## config.mk

```make
export PLATFORM = sky130hd
export DESIGN_NAME = gcd_host_ctrl
export DESIGN_NICKNAME = d
export VERILOG_FILES = /design/src/rtl/gcd_host_pkg.sv /design/src/rtl/gcd_settle_detect.sv /design/src/rtl/gcd_host_ctrl.sv
export SDC_FILE = /design/constraint.sdc
export NUM_CORES = 1
export LEC_CHECK = 0
export ABC_CLOCK_PERIOD_IN_PS = 2220
export CAP_MARGIN = 0
export CELL_PAD_IN_SITES_DETAIL_PLACEMENT = 1
export CELL_PAD_IN_SITES_GLOBAL_PLACEMENT = 2
export CORE_ASPECT_RATIO = 1.75
export CORE_MARGIN = 4
export CORE_UTILIZATION = 26
export DETAILED_ROUTE_END_ITERATION = 6
export HOLD_SLACK_MARGIN = 0.03
export MAX_ROUTING_LAYER = met4
export PLACE_DENSITY = 0.76
export SYNTH_ARGS = -nofsm -noshare
export SYNTH_HDL_FRONTEND = slang
export SYNTH_SLANG_ARGS = --single-unit
```

## constraint.sdc

```tcl
create_clock -name clk -period 2.22 [get_ports clk]
set_input_delay 0.444 -clock clk [delete_from_list [all_inputs] [get_ports clk]]
set_output_delay 0.444 -clock clk [all_outputs]
set_load 0.05 [all_outputs]
```

## src/rtl/gcd_host_pkg.sv

```systemverilog
// Shared definitions for the GCD host-side job controller.
//   GCD_WIDTH   : default operand/result width
//   gcd_state_t : controller FSM states
package gcd_host_pkg;

  localparam int GCD_WIDTH = 32;

  typedef enum logic [1:0] {
    ST_IDLE  = 2'd0,
    ST_START = 2'd1,
    ST_RUN   = 2'd2,
    ST_DONE  = 2'd3
  } gcd_state_t;

endpackage

```

## src/rtl/gcd_settle_detect.sv

```systemverilog
// Result settle detector: watches a polled result register and reports when it
// has held the same value for STABLE_CYCLES consecutive enabled cycles.
// Ports:
//   clk, rst   : clock, synchronous active-high reset
//   clear      : zero the stable count and take a fresh reference sample
//   enable     : compare/update this cycle
//   result     : value being polled
//   stable     : stable count has reached STABLE_CYCLES
module gcd_settle_detect
  import gcd_host_pkg::*;
#(
  parameter int WIDTH         = GCD_WIDTH,
  parameter int STABLE_CYCLES = 16
) (
  input  logic             clk,
  input  logic             rst,
  input  logic             clear,
  input  logic             enable,
  input  logic [WIDTH-1:0] result,
  output logic             stable
);

  localparam int CNT_W = $clog2(STABLE_CYCLES) + 1;
  localparam logic [CNT_W-1:0] CNT_MAX = CNT_W'(STABLE_CYCLES);

  logic [WIDTH-1:0] prev_result;
  logic [CNT_W-1:0] stable_cnt;

  always_ff @(posedge clk) begin
    if (rst) begin
      prev_result <= '0;
      stable_cnt  <= '0;
    end else if (clear) begin
      // Reference sample taken while clearing, so the first enabled cycle
      // compares against a meaningful value.
      prev_result <= result;
      stable_cnt  <= '0;
    end else if (enable) begin
      prev_result <= result;
      if (result != prev_result) begin
        stable_cnt <= '0;
      end else if (stable_cnt < CNT_MAX) begin
        stable_cnt <= stable_cnt + 1'b1;
      end
    end
  end

  assign stable = (stable_cnt >= CNT_MAX);

endmodule

```

## src/rtl/gcd_host_ctrl.sv

```systemverilog
// Host-side GCD job controller in front of the CPU. Accepts (a, b) requests,
// drives the CPU operand/start inputs, declares completion once gcd_result has
// settled (or a timeout expires) and returns the result on a response channel.
// Ports:
//   clk, rst               : clock, synchronous active-high reset
//   req_valid/req_ready    : request handshake, req_a/req_b operands
//   rsp_valid/rsp_ready    : response handshake, rsp_result, rsp_timeout
//   busy                   : controller is not idle
//   calc_start, gcd_a/b    : to CPU
//   gcd_result             : from CPU
//
// Handshakes: a transfer happens on a rising edge where valid and ready are
// both high. req_ready is high only in IDLE. rsp_valid is high only in DONE and
// rsp_result/rsp_timeout are registered and held until the transfer; nothing
// on the response side depends combinationally on rsp_ready.
module gcd_host_ctrl
  import gcd_host_pkg::*;
#(
  parameter int WIDTH          = GCD_WIDTH,
  parameter int START_CYCLES   = 4,
  parameter int MIN_RUN_CYCLES = 32,
  parameter int STABLE_CYCLES  = 16,
  parameter int TIMEOUT_CYCLES = 4096
) (
  input  logic             clk,
  input  logic             rst,
  input  logic             req_valid,
  output logic             req_ready,
  input  logic [WIDTH-1:0] req_a,
  input  logic [WIDTH-1:0] req_b,
  output logic             rsp_valid,
  input  logic             rsp_ready,
  output logic [WIDTH-1:0] rsp_result,
  output logic             rsp_timeout,
  output logic             busy,
  output logic             calc_start,
  output logic [WIDTH-1:0] gcd_a,
  output logic [WIDTH-1:0] gcd_b,
  input  logic [WIDTH-1:0] gcd_result
);

  localparam int START_W = $clog2(START_CYCLES) + 1;
  localparam int RUN_W   = $clog2(TIMEOUT_CYCLES) + 1;

  localparam logic [START_W-1:0] START_LAST = START_W'(START_CYCLES - 1);
  localparam logic [RUN_W-1:0]   RUN_MIN    = RUN_W'(MIN_RUN_CYCLES);
  localparam logic [RUN_W-1:0]   RUN_LAST   = RUN_W'(TIMEOUT_CYCLES - 1);
  localparam logic [RUN_W-1:0]   RUN_MAX    = '1;

  gcd_state_t         state;
  gcd_state_t         state_next;
  logic [START_W-1:0] start_cnt;
  logic [RUN_W-1:0]   run_cnt;
  // A zero operand skips the CPU: the job passes through one RUN cycle that
  // only latches a|b, which gives the two-cycle accept-to-response latency.
  logic               bypass_q;
  logic               stable;
  logic               run_done;
  logic               run_timeout;

  gcd_settle_detect #(
    .WIDTH         (WIDTH),
    .STABLE_CYCLES (STABLE_CYCLES)
  ) u_settle (
    .clk    (clk),
    .rst    (rst),
    .clear  (state == ST_START),
    .enable ((state == ST_RUN) && !bypass_q),
    .result (gcd_result),
    .stable (stable)
  );

  // The MIN_RUN_CYCLES gate masks a result register that still holds the
  // previous job's answer and therefore looks settled straight away.
  assign run_done    = (run_cnt >= RUN_MIN) && stable;
  assign run_timeout = (run_cnt == RUN_LAST);

  always_comb begin
    state_next = state;
    case (state)
      ST_IDLE: begin
        if (req_valid) begin
          state_next = ((req_a == '0) || (req_b == '0)) ? ST_RUN : ST_START;
        end
      end
      ST_START: begin
        if (start_cnt == START_LAST) state_next = ST_RUN;
      end
      ST_RUN: begin
        if (bypass_q || run_done || run_timeout) state_next = ST_DONE;
      end
      ST_DONE: begin
        if (rsp_ready) state_next = ST_IDLE;
      end
      default: state_next = ST_IDLE;
    endcase
  end

  always_ff @(posedge clk) begin
    if (rst) begin
      state       <= ST_IDLE;
      start_cnt   <= '0;
      run_cnt     <= '0;
      bypass_q    <= 1'b0;
      gcd_a       <= '0;
      gcd_b       <= '0;
      rsp_result  <= '0;
      rsp_timeout <= 1'b0;
    end else begin
      state <= state_next;
      case (state)
        ST_IDLE: begin
          // gcd_a/gcd_b change only here, so CPU inputs stay put for the job.
          if (req_valid) begin
            gcd_a     <= req_a;
            gcd_b     <= req_b;
            bypass_q  <= (req_a == '0) || (req_b == '0);
            start_cnt <= '0;
            run_cnt   <= '0;
          end
        end
        ST_START: begin
          run_cnt <= '0;
          if (start_cnt != START_LAST) start_cnt <= start_cnt + 1'b1;
        end
        ST_RUN: begin
          if (bypass_q) begin
            rsp_result  <= gcd_a | gcd_b;
            rsp_timeout <= 1'b0;
          end else if (run_done) begin
            // Normal completion takes priority over a coincident timeout.
            rsp_result  <= gcd_result;
            rsp_timeout <= 1'b0;
          end else if (run_timeout) begin
            rsp_result  <= gcd_result;
            rsp_timeout <= 1'b1;
          end
          if (run_cnt != RUN_MAX) run_cnt <= run_cnt + 1'b1;
        end
        ST_DONE: begin
          if (rsp_ready) bypass_q <= 1'b0;
        end
        default: ;
      endcase
    end
  end

  assign req_ready  = (state == ST_IDLE);
  assign rsp_valid  = (state == ST_DONE);
  assign busy       = (state != ST_IDLE);
  assign calc_start = (state == ST_START);

endmodule

```

==> results of run 1 <==
==> metal layers <==
layer  vias to the layer above  part of all wire [%]
li1                       3389                     -
met1                      3290                    38
met2                       139                    54
met3                        43                   3.2
met4                         0                   4.4
met5                         -                     0
==> cell usage in the layout, fill, tap and decap left out, types with 15 or more instances in the layout <==
master,instances
nor2_1,87
buf_4,70
a211o_1,33
clkbuf_16,17
clkdlybuf4s50_1,192
nand2_1,233
dfxtp_1,152
a21oi_1,136
xnor2_1,42
nand4_1,15
nor4_1,27
==> cell type report <==
type,instances,area (µm²),area share (%)
Multi-Input combinational cell,646,3392,33.82
Antenna cell,2,5.005,0.04990
Clock inverter,3,15.01,0.1497
Tap cell,316,395.4,3.942
Timing Repair Buffer,271,2628,26.20
Clock buffer,28,496.7,4.953
Sequential cell,153,3064,30.55
Inverter,9,33.78,0.3368
==> through the flow <==
stage | std cells | area, µm² | util, % | hold WS [ns] | power, W
detailed placement | 1395 | 9513 | 37.40 | 0.4441 | 0.008106
finish | 1428 | 10030 | 39.43 | 0.4089 | 0.01062
floorplan | 864 | 6734 | - | 0.4443 | 0.006195
CTS | 1426 | 10020 | 39.41 | 0.3797 | 0.01080
global placement | 1395 | 9513 | 37.40 | 0.4380 | 0.008052
global route | 1428 | 10030 | 39.43 | 0.4011 | 0.01126
==> cells in the mapped netlist (all sizes together) (2+ instances only) <==
cell	n	share of area, %
nor4b	3	0.39
o21ai	5	0.37
a21oi	136	10
inv	9	0.50
nor2	88	4.9
nand2	234	13
mux2i	2	0.30
dfxtp	153	46
nand3	9	0.67
clkbuf	40	2.2
and2	2	0.19
a31oi	2	0.19
nor3	6	0.45
nor2b	4	0.37
xnor2	42	5.5
nor4	30	3.2
nand4	16	1.6
buf	16	1.5
a41oi	2	0.26
ha	9	1.7
nand2b	6	0.56
a211o	33	4.3
==> power by group <==
part / internal (W) / total (W) / switching, W
clock network: 0.00151 / 0.00265 / 0.00114
registers: 0.00318 / 0.00353 / 0.000341
logic: 0.00159 / 0.00444 / 0.00285
==> sequential cells by signal (all words and copies together) (netlist names) <==
| register | flops |
|---|---|
| rsp_result | 32 |
| bypass_q | 1 |
| u_settle.stable_cnt | 5 |
| run_cnt | 13 |
| gcd_a | 32 |
| u_settle.prev_result | 32 |
| rsp_timeout | 1 |
| start_cnt | 3 |
| state | 2 |
| gcd_b | 32 |
==> worst register-to-register path: stages, from the launching register on <==
cell	delay [ns]
dfxtp_1	0.40
inv_1	0.11
ha_2	0.20
nor2b_1	0.16
or2_1	0.36
buf_4	0.23
nor3_1	0.23
xnor2_1	0.15
nor2_1	0.05
==> worst min-delay path by stage <==
stage | startpoint | endpoint | slack [ns]
final | rst | rsp_result[13] | 0.41
after global routing | rst | rsp_result[8] | 0.40
after CTS | rst | rsp_result[7] | 0.38
after detailed placement | rsp_result[23] | rsp_result[23] | 0.44
after global placement | rsp_result[29] | rsp_result[29] | 0.44
after floorplan | u_settle.prev_result[0] | u_settle.prev_result[0] | 0.44
==> kinds of logic (layout without fill, tap and decap cells) <==
group,Yosys count,count (layout),synth area share (%)
simple gates,403,403,25.91
mux,3,3,0.4647
compound gates,189,189,16.75
xor+xnor,42,42,5.465
flops,153,153,45.50
buf+inv,65,311,4.238
other cells,0,2,0
fa+ha+maj,9,9,1.673
==> qor.yml, run 1 <==
timing:
  slew-limit-headroom_pct: 58.89
  fin_setup_tns_ns: 0
  setup_viol_count_final: 0
  min_period_over_period_pct: 94.82
  max_freq_mhz: 475.0
  finalHoldViolations: 0
  rsz0062_at_grt: "no"
  fin_ws_ns: 0.1149
  finalClockSkew_ns: 0.007897
  slew_viol_final: 0
  fin_crit_ns: 2.105
  worst_slew_pin_slew_ns: 0.6148
floorplan:
  num_io_pins: 201
  core_um2: 25430
  die_w_um: 129.6
  core.rowCount: 77
  die_y_um: 220.9
  die-area_um2: 28630
  start_util_pct: 26.47
global_routing:
  grt_pass1_vias: 7147
  grt.busiest_layer: "met2"
  grt-ovfl-total: 0
  use_met2_pct: 35.46
  grt_pass1_wl_um: 41880
  grt_use_total_pct: 20.00
  grt_util_met1_pct: 20.92
  antenna_found_initial: 2
  grt_max_degree: 65
  grt_use_met3_pct: 3.403
yosys:
  synth_edf_count: 0
  synth_fp_nets: 973
  ys_warn_count: 0
  synthFlopType: "dfxtp_1"
  syn_area_um2: 6731
  ys_types: 45
  ys_ff_latch: 153
  synth_area_per_cell_um2: 7.791
  yosysSeqAreaShare_pct: 45.50
  async_flop_share_pct: 0
  netlist_instances: 864
worst_setup_path:
  regToRegStartpoint: "state[0]"
  cp_max_fo: 3
  critPathBufInv: 1
  worst-path-stages: 1
  crit_required_ns: 1.78
  crit_arrival_ns: 1.66
  worst_setup_path_start_kind: "register"
  rrSetupSlack_ns: 0.23
  end_kind: "output pin"
  cp_slowest_cell: "clkdlybuf4s50_1"
  path_cells: "clkdlybuf4s50_1"
  r2r_cells: 8
  cpLargestDelayFamily: "buffers and inverters"
  worstReg2RegEnd: "run_cnt[3]"
  cpPeakStageDelay_ns: 0.87
  crit_type: "reg -> out"
  endpoint: "gcd_a[31]"
  startpoint: "gcd_a[31]"
finish:
  area.growth.synth_to_final_pct: 49.00
  fin_nets: 1207
  drive_gt1_share_pct: 10.18
  fillers: 3091
clocking:
  post_cts_resized: 0
  cts-buffers-inserted: 17
  cts_buffer_depth: 2
  cts_setup_buffers: 0
  cts.sinks: 153
  worstSkewPairLatency_ns: 0.43
  cts-root-buf: "clkbuf_16"
  path_clk_slew_ns: 0.06
  hold_buffers: 0
  htree_levels: 4
  cts_tree: "yes"
route:
  drtIter0Drc: 285
  avgRoutedWirePerCell_um: 19.39
  drc: 0
  routed_wl_um: 27680
  firstDrtPassIters: 7
  vias: 6861
  viasPerCell: 4.805
  antenna_left: 0
power:
  irDropWorstVdd_uv: 629.7
  power_density_nw_per_um2: 1059
  p_leak_nw: 3.567
status:
  status: "complete, no violations"
worst_hold_path:
  min_path_cells: 2
  hp-class: "in -> reg"
flow_run:
  maxCapViolCount: 0
placement:
  hpwl_um: 21220
  io_buffer_count: 200
  dp_slack_ns: -0.3176
  place_congestion: 0.8539
No activity file was read; power rests on OpenSTA's default activity.
==> run 2: changes to the inputs <==
Settings changed: SKIP_LAST_GASP set to 1, SYNTH_HIERARCHICAL set to 1.
==> qor.yml, run 2 <==
route:
  routed_wl_um: 29050  # +4.9%
  drc: 0  # unchanged
  viasPerCell: 4.852  # +0.98%
  vias: 7001  # +2.0%
  antenna_left: 0  # unchanged
  firstDrtPassIters: 4  # -3
  avgRoutedWirePerCell_um: 20.13  # +3.8%
  drtIter0Drc: 223  # -22%
placement:
  io_buffer_count: 200  # unchanged
  placed_area_um2: 9609  # +1.0%
  place_congestion: 0.7994  # -6.4%
  hpwl_um: 22260  # +4.9%
timing:
  fin_crit_ns: 2.164  # +0.05876 ns
  timing.hold.ws_ns: 0.3877  # -0.02128 ns
  setup_viol_count_final: 0  # unchanged
  finalHoldViolations: 0  # unchanged
  finalClockSkew_ns: 0.009436  # +0.001539 ns
  max_freq_mhz: 462.1  # -2.7%
  min_period_over_period_pct: 97.47  # +2.6 points
  slew_viol_final: 0  # unchanged
  worst_slew_pin_slew_ns: 0.7264  # +0.1116 ns
  rsz0062_at_grt: "no"
  slew-limit-headroom_pct: 51.57  # -7.3 points
finish:
  area.growth.synth_to_final_pct: 51.93
  final_cell_mix: "nand2_1 (264), clkdlybuf4s50_1 (195), dfxtp_1 (152)"
  stdcell_area_um2: 10210  # +1.8%
  n_antenna_cell: 0  # -2
  fin_nets: 1225  # +1.5%
  drive_gt1_share_pct: 11.71  # +1.5 points
  fillers: 3033  # -1.9%
  final_common_cell: "nand2_1"
yosys:
  ys_ff_latch: 153  # unchanged
  synthFlopType: "dfxtp_1"
  synth_top_area_share_pct: 45.56  # +0.059 points
  async_flop_share_pct: 0  # unchanged
  yosysMostFrequentCell: "nand2_1"
  synth_commonest_cells: "nand2_1 (265), dfxtp_1 (153), a21oi_1 (136)"
  synth_area_per_cell_um2: 7.718  # -0.93%
  syn_area_um2: 6723  # -0.13%
  netlist_instances: 871  # +0.81%
  yosysSeqAreaShare_pct: 45.56  # +0.059 points
  synth_fp_nets: 981  # +0.82%
  synthTopCellsByArea: "dfxtp_1 (46%), nand2_1 (15%), a21oi_1 (10%)"
  synth_edf_count: 0  # unchanged
  synth_area_leader_cell: "dfxtp_1"
  ys_warn_count: 6  # +6
  ys_types: 49  # +8.9%
worst_hold_path:
  min_path_cells: 2  # unchanged
  hp-class: "in -> reg"
  hp-start: "rst"
  hold_end: "run_cnt[1]"
global_routing:
  grt_pass1_vias: 7487  # +4.8%
  antenna_found_initial: 0  # -2
  grt_use_total_pct: 20.97  # +0.98 points
  grt_max_degree: 65  # unchanged
  grt_pass1_wl_um: 43260  # +3.3%
  grt-ovfl-total: 0  # unchanged
floorplan:
  core.rowCount: 77  # unchanged
  die-area_um2: 28600  # -0.12%
  core_um2: 25340  # -0.38%
  num_io_pins: 201  # unchanged
  die_w_um: 129.6  # about the same
  die_y_um: 220.7  # about the same
  start_util_pct: 26.53  # +0.066 points
worst_setup_path:
  regToRegStartpoint: "run_cnt[7]"
  crit_type: "reg -> out"
  cp_slowest_cell: "clkdlybuf4s50_1"
  path_cells: "clkdlybuf4s50_1"
  rrSetupSlack_ns: 0.21  # -0.02 ns
  cpLargestDelayFamily: "buffers and inverters"
  worst_setup_path_start_kind: "register"
  crit_arrival_ns: 1.72  # +0.06 ns
  crit_required_ns: 1.78  # about the same
  r2r_cells: 6  # -2
  critPathBufInv: 1  # unchanged
  cpPeakStageDelay_ns: 0.85  # -0.02 ns
  end_kind: "output pin"
  worstReg2RegEnd: "state[1]"
  cp_max_fo: 3  # unchanged
status:
  status: "complete, no violations"
power:
  p_leak_nw: 3.640  # +2.0%
  power_density_nw_per_um2: 1112  # +5.0%
  irDropWorstVdd_uv: 548.8  # -13%
clocking:
  path_clk_slew_ns: 0.06  # about the same
  worstSkewPairLatency_ns: 0.43  # about the same
  cts_tree: "yes"
  cts-root-buf: "clkbuf_16"
  htree_levels: 4  # unchanged
  cts.sinks: 153  # unchanged
  hold_buffers: 0  # unchanged
  post_cts_resized: 0  # unchanged
  cts_buffer_depth: 2  # unchanged
  cts-buffers-inserted: 17  # unchanged
flow_run:
  maxCapViolCount: 0  # unchanged
run 2: cell types whose count changed after synthesis, moves of 3 or more:
cell / before / now
o211ai_1: 0 / 33
a211o_1: 33 / 1
nand2_1: 234 / 265
nor2_1: 88 / 61
inv_1: 9 / 18
clkbuf_1: 40 / 47
nor4_1: 27 / 20
nand2b_1: 6 / 1
xnor2_1: 42 / 37
buf_4: 3 / 0
buf_6: 3 / 0
xor2_1: 0 / 3
run 2: worst max-delay path by stage:
stage / start / to / slack (ns) / depth (start not counted)
after global routing: gcd_a[0] / gcd_a[0] / 0.003 / 1
after global placement: gcd_result[10] / u_settle/stable_cnt[3] / -0.16 / 7
after floorplan: state[1] / run_cnt[9] / 0.05 / 9
final: gcd_a[0] / gcd_a[0] / 0.06 / 1
after CTS: gcd_a[0] / gcd_a[0] / 0.02 / 1
after detailed placement: gcd_result[14] / u_settle/stable_cnt[2] / -0.16 / 7
run 2: power breakdown:
group	total, W	internal, W	switching [W]
registers	0.00357	0.00320	0.000371
logic	0.00473	0.00167	0.00306
clock network	0.00305	0.00187	0.00118
run 2: kinds of logic after synthesis:
group	Yosys count	share of synthesized area [%]
buffers and inverters	73	4.188
AO/OA/AOI/OAI	193	16.77
XOR/XNOR	40	5.211
multiplexers	3	0.5025
adder cells (fa/ha/maj)	10	1.861
flip-flops	153	45.56
AND/OR/NAND/NOR	399	25.91
run 2: final cells by class:
cell class | count | area (µm²) | area share (%)
multi-input combinational | 645 | 3417 | 33.46
sequential | 153 | 3064 | 30.00
inverter | 18 | 67.56 | 0.6615
tap | 316 | 395.4 | 3.871
clock inverter | 9 | 120.1 | 1.176
timing repair buffer | 280 | 2665 | 26.09
clock buffer | 22 | 484.2 | 4.741
run 2: timing repair:
item | in CTS | in global routing
endpoints found under the hold margin | 0 | 0
setup endpoints to repair | 0 | 1
setup buffers | 0 | 0
run 2: per-layer routing:
metal | GRT usage [%] | wire (µm) | vias up
met5 | - | 0 | -
met4 | 8.564 | 954 | 0
met3 | 4.082 | 1056 | 37
met2 | 39.82 | 16400 | 145
met1 | 20.50 | 10640 | 3398
li1 | - | - | 3421
run 2: through the flow:
stage	util, %	power (W)	instances	setup slack, ns	TNS [ns]
after floorplan	-	0.006348	871	0.04735	0
after global placement	37.92	0.008384	1412	-0.1588	-0.5619
after detailed placement	37.92	0.008437	1412	-0.1641	-0.6338
after CTS	40.31	0.01154	1443	0.02211	0
after global routing	40.31	0.01197	1443	0.003069	0
final	40.31	0.01136	1443	0.05615	0
==> run 3: changes to the inputs <==
Settings changed: SKIP_CTS_REPAIR_TIMING set to 1.
==> results of run 3 <==
No change in the layout: final DEF, timing and power equal those of run 2.
